[src/rtl/parking_disp_ctrl.sv]
// Parking occupancy tracker driving a 4-digit multiplexed "OPEn"/"FULL" display.
// Latency: occupancy/full/reject registered, visible the cycle after the pulse; an/display registered together.
// Backpressure: none; car_in while full is dropped and flagged on reject. Optional blink: PARKING_DISP_BLINK_EN.
module parking_disp_ctrl #(
  parameter int CAPACITY     = 8,
  parameter int CNT_W        = 4,
  parameter int SCAN_DIV     = 50000,
  parameter int BLINK_FRAMES = 64
) (
  input  logic             clk,
  input  logic             rst_n,
  input  logic             car_in,
  input  logic             car_out,
  output logic [3:0]       display,
  output logic [3:0]       an,
  output logic [CNT_W-1:0] occupancy,
  output logic             full,
  output logic             reject
);

  localparam int              PW   = (SCAN_DIV > 1) ? $clog2(SCAN_DIV) : 1;
  localparam logic [CNT_W-1:0] CAP  = CNT_W'(CAPACITY);
  localparam logic [PW-1:0]    PMAX = PW'(SCAN_DIV - 1);

  logic [CNT_W-1:0] occ_q, occ_d;
  logic             full_q, full_d;
  logic             reject_q, reject_d;
  logic [PW-1:0]    presc_q, presc_d;
  logic [1:0]       s_q, s_d;
  logic             msg_full_q, msg_full_d;
  logic [3:0]       an_q, an_d;
  logic [3:0]       disp_q, disp_d;
  logic             frame_end;
  logic             blank;

  // Character code for digit s of the selected message, leftmost first.
  function automatic logic [3:0] char_code(input logic msg_full, input logic [1:0] s);
    logic [3:0] c;
    c = 4'd3;
    if (msg_full) begin
      case (s)
        2'd0:    c = 4'd2;
        2'd1:    c = 4'd1;
        default: c = 4'd0;
      endcase
    end else begin
      case (s)
        2'd0:    c = 4'd3;
        2'd1:    c = 4'd4;
        2'd2:    c = 4'd5;
        default: c = 4'd6;
      endcase
    end
    return c;
  endfunction

  // Occupancy update; simultaneous in/out cancels, and full is derived from the next count.
  always_comb begin
    occ_d    = occ_q;
    reject_d = 1'b0;
    if (car_in && !car_out) begin
      if (full_q) reject_d = 1'b1;
      else        occ_d    = occ_q + CNT_W'(1);
    end else if (car_out && !car_in && (occ_q != '0)) begin
      occ_d = occ_q - CNT_W'(1);
    end
    full_d = (occ_d == CAP);
  end

  // Prescaler and digit index; message is resampled only when a frame completes.
  always_comb begin
    presc_d    = (presc_q == PMAX) ? '0 : presc_q + PW'(1);
    s_d        = (presc_q == PMAX) ? s_q + 2'd1 : s_q;
    frame_end  = (presc_q == PMAX) && (s_q == 2'd3);
    msg_full_d = frame_end ? full_q : msg_full_q;
  end

`ifdef PARKING_DISP_BLINK_EN
  localparam int FW = (BLINK_FRAMES > 1) ? $clog2(BLINK_FRAMES) : 1;

  logic [FW-1:0] frm_q, frm_d;
  logic          phase_q, phase_d;

  // Blink phase: held on while showing OPEn, toggles every BLINK_FRAMES full frames of FULL.
  always_comb begin
    frm_d   = frm_q;
    phase_d = phase_q;
    if (!msg_full_d) begin
      frm_d   = '0;
      phase_d = 1'b1;
    end else if (frame_end && msg_full_q) begin
      if (frm_q == FW'(BLINK_FRAMES - 1)) begin
        frm_d   = '0;
        phase_d = ~phase_q;
      end else begin
        frm_d = frm_q + FW'(1);
      end
    end
    blank = msg_full_d && !phase_d;
  end

  // Blink state registers.
  always_ff @(posedge clk or negedge rst_n) begin
    if (!rst_n) begin
      frm_q   <= '0;
      phase_q <= 1'b1;
    end else begin
      frm_q   <= frm_d;
      phase_q <= phase_d;
    end
  end
`else
  // The blink period parameter only matters in the blink build.
  logic blink_frames_unused;
  assign blink_frames_unused = (BLINK_FRAMES > 0);
  assign blank = 1'b0;
`endif

  // Next anode/code pair built from the same next index so they never skew.
  always_comb begin
    an_d   = blank ? 4'b1111 : ~(4'b1000 >> s_d);
    disp_d = char_code(msg_full_d, s_d);
  end

  // State register.
  always_ff @(posedge clk or negedge rst_n) begin
    if (!rst_n) begin
      occ_q      <= '0;
      full_q     <= 1'b0;
      reject_q   <= 1'b0;
      presc_q    <= '0;
      s_q        <= 2'd0;
      msg_full_q <= 1'b0;
      an_q       <= 4'b0111;
      disp_q     <= 4'd3;
    end else begin
      occ_q      <= occ_d;
      full_q     <= full_d;
      reject_q   <= reject_d;
      presc_q    <= presc_d;
      s_q        <= s_d;
      msg_full_q <= msg_full_d;
      an_q       <= an_d;
      disp_q     <= disp_d;
    end
  end

  assign occupancy = occ_q;
  assign full      = full_q;
  assign reject    = reject_q;
  assign an        = an_q;
  assign display   = disp_q;

endmodule
[config.mk]
export PLATFORM = sky130hd
export DESIGN_NAME = parking_disp_ctrl
export DESIGN_NICKNAME = d
export VERILOG_FILES = /design/src/rtl/parking_disp_ctrl.sv
export SDC_FILE = /design/constraint.sdc
export NUM_CORES = 1
export LEC_CHECK = 0
export BUFFER_PORTS_ARGS = -buffer_cell sky130_fd_sc_hd__buf_4
export CELL_PAD_IN_SITES_DETAIL_PLACEMENT = 2
export CELL_PAD_IN_SITES_GLOBAL_PLACEMENT = 2
export CORE_MARGIN = 4
export CORE_UTILIZATION = 42
export CTS_BUF_LIST = sky130_fd_sc_hd__clkbuf_8
export DETAILED_ROUTE_END_ITERATION = 8
export HOLD_SLACK_MARGIN = 0.1
export PLACE_DENSITY_LB_ADDON = 0.1
export SLEW_MARGIN = 20
export SYNTH_ARGS = -nofsm -noshare
export SYNTH_HDL_FRONTEND = slang
export SYNTH_SLANG_ARGS = --single-unit
[constraint.sdc]
create_clock -name clk -period 7.6 [get_ports clk]
set_input_delay 1.14 -clock clk [delete_from_list [all_inputs] [get_ports clk]]
set_output_delay 1.14 -clock clk [all_outputs]
set_load 0.05 [all_outputs]
==> impl_metrics.yaml <==
placed_design:
  dpl_cell_area_mm2: 0.00183
  gpl.final_weighted_congestion: 0.863
  placement.io_buffers: 16
  place.detailed.hpwl_um: 2970
critical_path:
  cp_cell_instances: "or4b_4, nor4_4, xnor2_1, inv_1, ha_1, inv_1, a31oi_1"
  critPathBufInv: 2
  slowest_stage: "sky130_fd_sc_hd__nor4_4"
  timing.critical_path.slowest_cell_delay_ns: 0.65
  cp_top_family: "simple AND/OR/NAND/NOR gates"
  r2r_setup_slack_ns: 5.08
  timing_worst_setup_path_type: "reg2reg"
  cp_data_arrival_time_ns: 2.73
  cpMostUsedCell: "sky130_fd_sc_hd__inv_1"
  category_of_the_worst_setup_path_launch_point: "register"
  critical_path_required_ns: 7.82
  timing.critical_path.to_type: "register"
  crit_path_max_fanout: 10
sta:
  timing.final.crit_share_pct: 33.1
  final.min_clock_period_ns: 2.52
  fin_worst_hold_slack_ns: 0.506
  timing.fmax_mhz: 397
  report.final.slew_viol_count: 0
  worstMarginPinSlew_ns: 0.655
  clock-skew-final_ns: 0.0108
  setup-tns-final_ns: 0
  setup-violations-final: 0
  hold_violations: 0
  rsz0062_at_grt: "no"
  timing.slew.headroom_pct: 56.0
cts:
  h-tree-depth: 2
  clk_root_buffer_cell: "sky130_fd_sc_hd__clkbuf_8"
  holdBufCountCts: 0
  numCtsBuffers: 5
  cts.clk_slew.worst_paths_ns: 0.07
  post_cts_resize_count: 0
  tritoncts: "yes"
  clkSinkCount: 32
  insertion_delay_ns: 0.29
  cts.repair_timing.setup_buffer_count: 0
  cts_buffer_depth: 2
layout:
  count_of_inserted_antenna_diode_cells: 0
  layout_commonest_cell: "sky130_fd_sc_hd__dfrtp_1"
  post-route-cell-area_mm2: 0.00192
  drive_above_1_share_pct: 22.3
  fin_util_pct: 51.2
  highest_count_cells_in_the_layout_ignoring_fill_and_taps: "27 x sky130_fd_sc_hd__dfrtp_1, 16 x sky130_fd_sc_hd__buf_4, 15 x sky130_fd_sc_hd__nor2_1"
  finish.net_count: 188
  syn_to_final_growth_pct: 14.4
power_and_ir_drop:
  total_power_w: 0.000473
  vdd.ir_drop.worst_v: 0.000192
  power_leakage_nw: 0.900
  powerDensity_mw_per_mm2: 247
floorplan:
  die_height_um: 71.1
  ioPinCount: 18
  initial_core_util_pct: 44.7
  fp-row-count: 22
  placeableCoreArea_mm2: 0.00374
  design.die.area_mm2: 0.00506
  die_w_um: 71.1
logic_synthesis:
  yosysUniqueCellTypes: 44
  synth_compound_gate_area_share_pct: 4.78
  post_synth_xor_area_fraction_pct: 7.85
  synthesis.instances: 155
  postSynth.asyncResetShare_pct: 100
  synth-edff-count: 0
  netlist_area_mm2: 0.00167
  ys_seq_area_share_pct: 48.2
  main_combinational_cell_family_by_area_after_synthesis: "simple AND/OR/NAND/NOR gates"
  post_synth_mux_area_share_pct: 4.48
  synth.avg_cell_area_um2: 10.8
  yosys.area.top_type: "sky130_fd_sc_hd__dfrtp_1"
  yosys_register_bits: 32
  synth_warnings: 0
  postSynthNetCount: 169
  synthSimpleGateAreaFrac_pct: 22.5
  ys_top_cells_by_area: "sky130_fd_sc_hd__dfrtp_1 40%, sky130_fd_sc_hd__dfstp_2 7.8%, sky130_fd_sc_hd__ha_1 7.5%, sky130_fd_sc_hd__xor2_1 4.7%, sky130_fd_sc_hd__nor2_1 3.4%"
  yosys_most_used_dff: "sky130_fd_sc_hd__dfrtp_1"
  synth_adder_area_share_pct: 7.47
  yosysTopAreaCellShare_pct: 40.4
run_status:
  run_status: "finished clean"
route:
  detail_route.wirelength.met1_um: 1730
  met3RoutedLength_um: 115
  drtAntennaViolNets: 0
  routed_wire_length_per_instance_um: 18.5
  route.final.wire_length_um: 4120
  drc_errors: 0
  top_signal_layer_used: "met4"
  vias: 1219
  drt-pass1-iter-count: 3
  initialDrtViolationCount: 44
  routed-wl-met2_um: 2210
  vias_per_cell: 5.47
global_routing:
  grt_total_usage_pct: 18.8
  globalRoute.totalOverflow: 0
  vias_in_the_first_global_route: 1429
  grt_max_degree: 33
  grt_pass1_wl_um: 7400
  initial_antenna_violation_count: 0
run:
  drv_cap: 0
hold_path:
  hold_path_class: "reg2reg"
-- area by class of cell --
class                   instances  area [um^2]
fillers                       415         1830
flip-flops and latches         32          807
clock inverters                 3         18.8
repair buffers                 16          120
inverters                      13         48.8
multi-input cells             106          792
clock buffers                   5         68.8
well taps                      48         60.1
-- final timing paths --
path                                      start                     to  cells past startpoint
max in group asynchronous                 rst_n        an[0]$_DFF_PN1_                      1
hold / removal             presc_q[0]$_DFF_PN0_   presc_q[0]$_DFF_PN0_                      1
setup reg to reg           presc_q[7]$_DFF_PN0_   display[0]$_DFF_PN1_                      7
setup / recovery           presc_q[7]$_DFF_PN0_   display[0]$_DFF_PN1_                      7
hold reg to reg            presc_q[0]$_DFF_PN0_   presc_q[0]$_DFF_PN0_                      1
min in group asynchronous                 rst_n  presc_q[12]$_DFF_PN0_                      1
-- cells by family after synthesis --
kind of cell,after synthesis
AOI/OAI and AO/OA,11
xor gates and xnor gates,15
adders and majority gates,10
buffers and inverters,17
DFF,32
muxes,7
other,1
and+or+nand+nor,62
-- metrics by stage --
stage	worst slack, ns	cells
finish	5.08	223
floorplan	5.22	155
CTS	5.05	223
detailed placement	5.05	215
global route	4.92	223
global placement	5.18	215
-- registers in the layout (all words and copies together) (netlist names) --
register / count
an: 4
display: 3
full: 1
msg_full_q: 1
occupancy: 4
presc_q: 16
reject: 1
s_q: 2
-- synth_stat cells, drive strengths merged, types with 3 or more instances --
library cell / n
xnor2: 6
nand4: 5
dfrtp: 27
nor4: 3
nand2: 8
ha: 10
or3: 3
a31oi: 3
nor2: 15
xor2: 9
or4: 3
nand3: 8
nand2b: 3
dfstp: 5
inv: 13
mux2i: 6
-- metal layers --
layer | vias up | global-route usage, %
met1 | 621 | 22.5
met2 | 15 | 33.1
li1 | 573 | -
met5 | - | 0
met4 | 0 | 6.26
met3 | 10 | 4.26
-- worst reg2reg max path: cells and delay by family (launching register included) --
kind / cells / cell delay (ns)
xor gates and xnor gates: 1 / 0.29
DFF: 1 / 0.44
adders and majority gates: 1 / 0.22
buffers and inverters: 2 / 0.22
and+or+nand+nor: 2 / 1.22
AOI/OAI and AO/OA: 1 / 0.07
-- power breakdown --
part | switching [W] | total (W) | internal (W)
logic | 0.0000855 | 0.000132 | 0.0000466
registers | 0.0000252 | 0.000209 | 0.000184
clock network | 0.0000679 | 0.000132 | 0.0000638
Power figures use the tool's default switching activity.
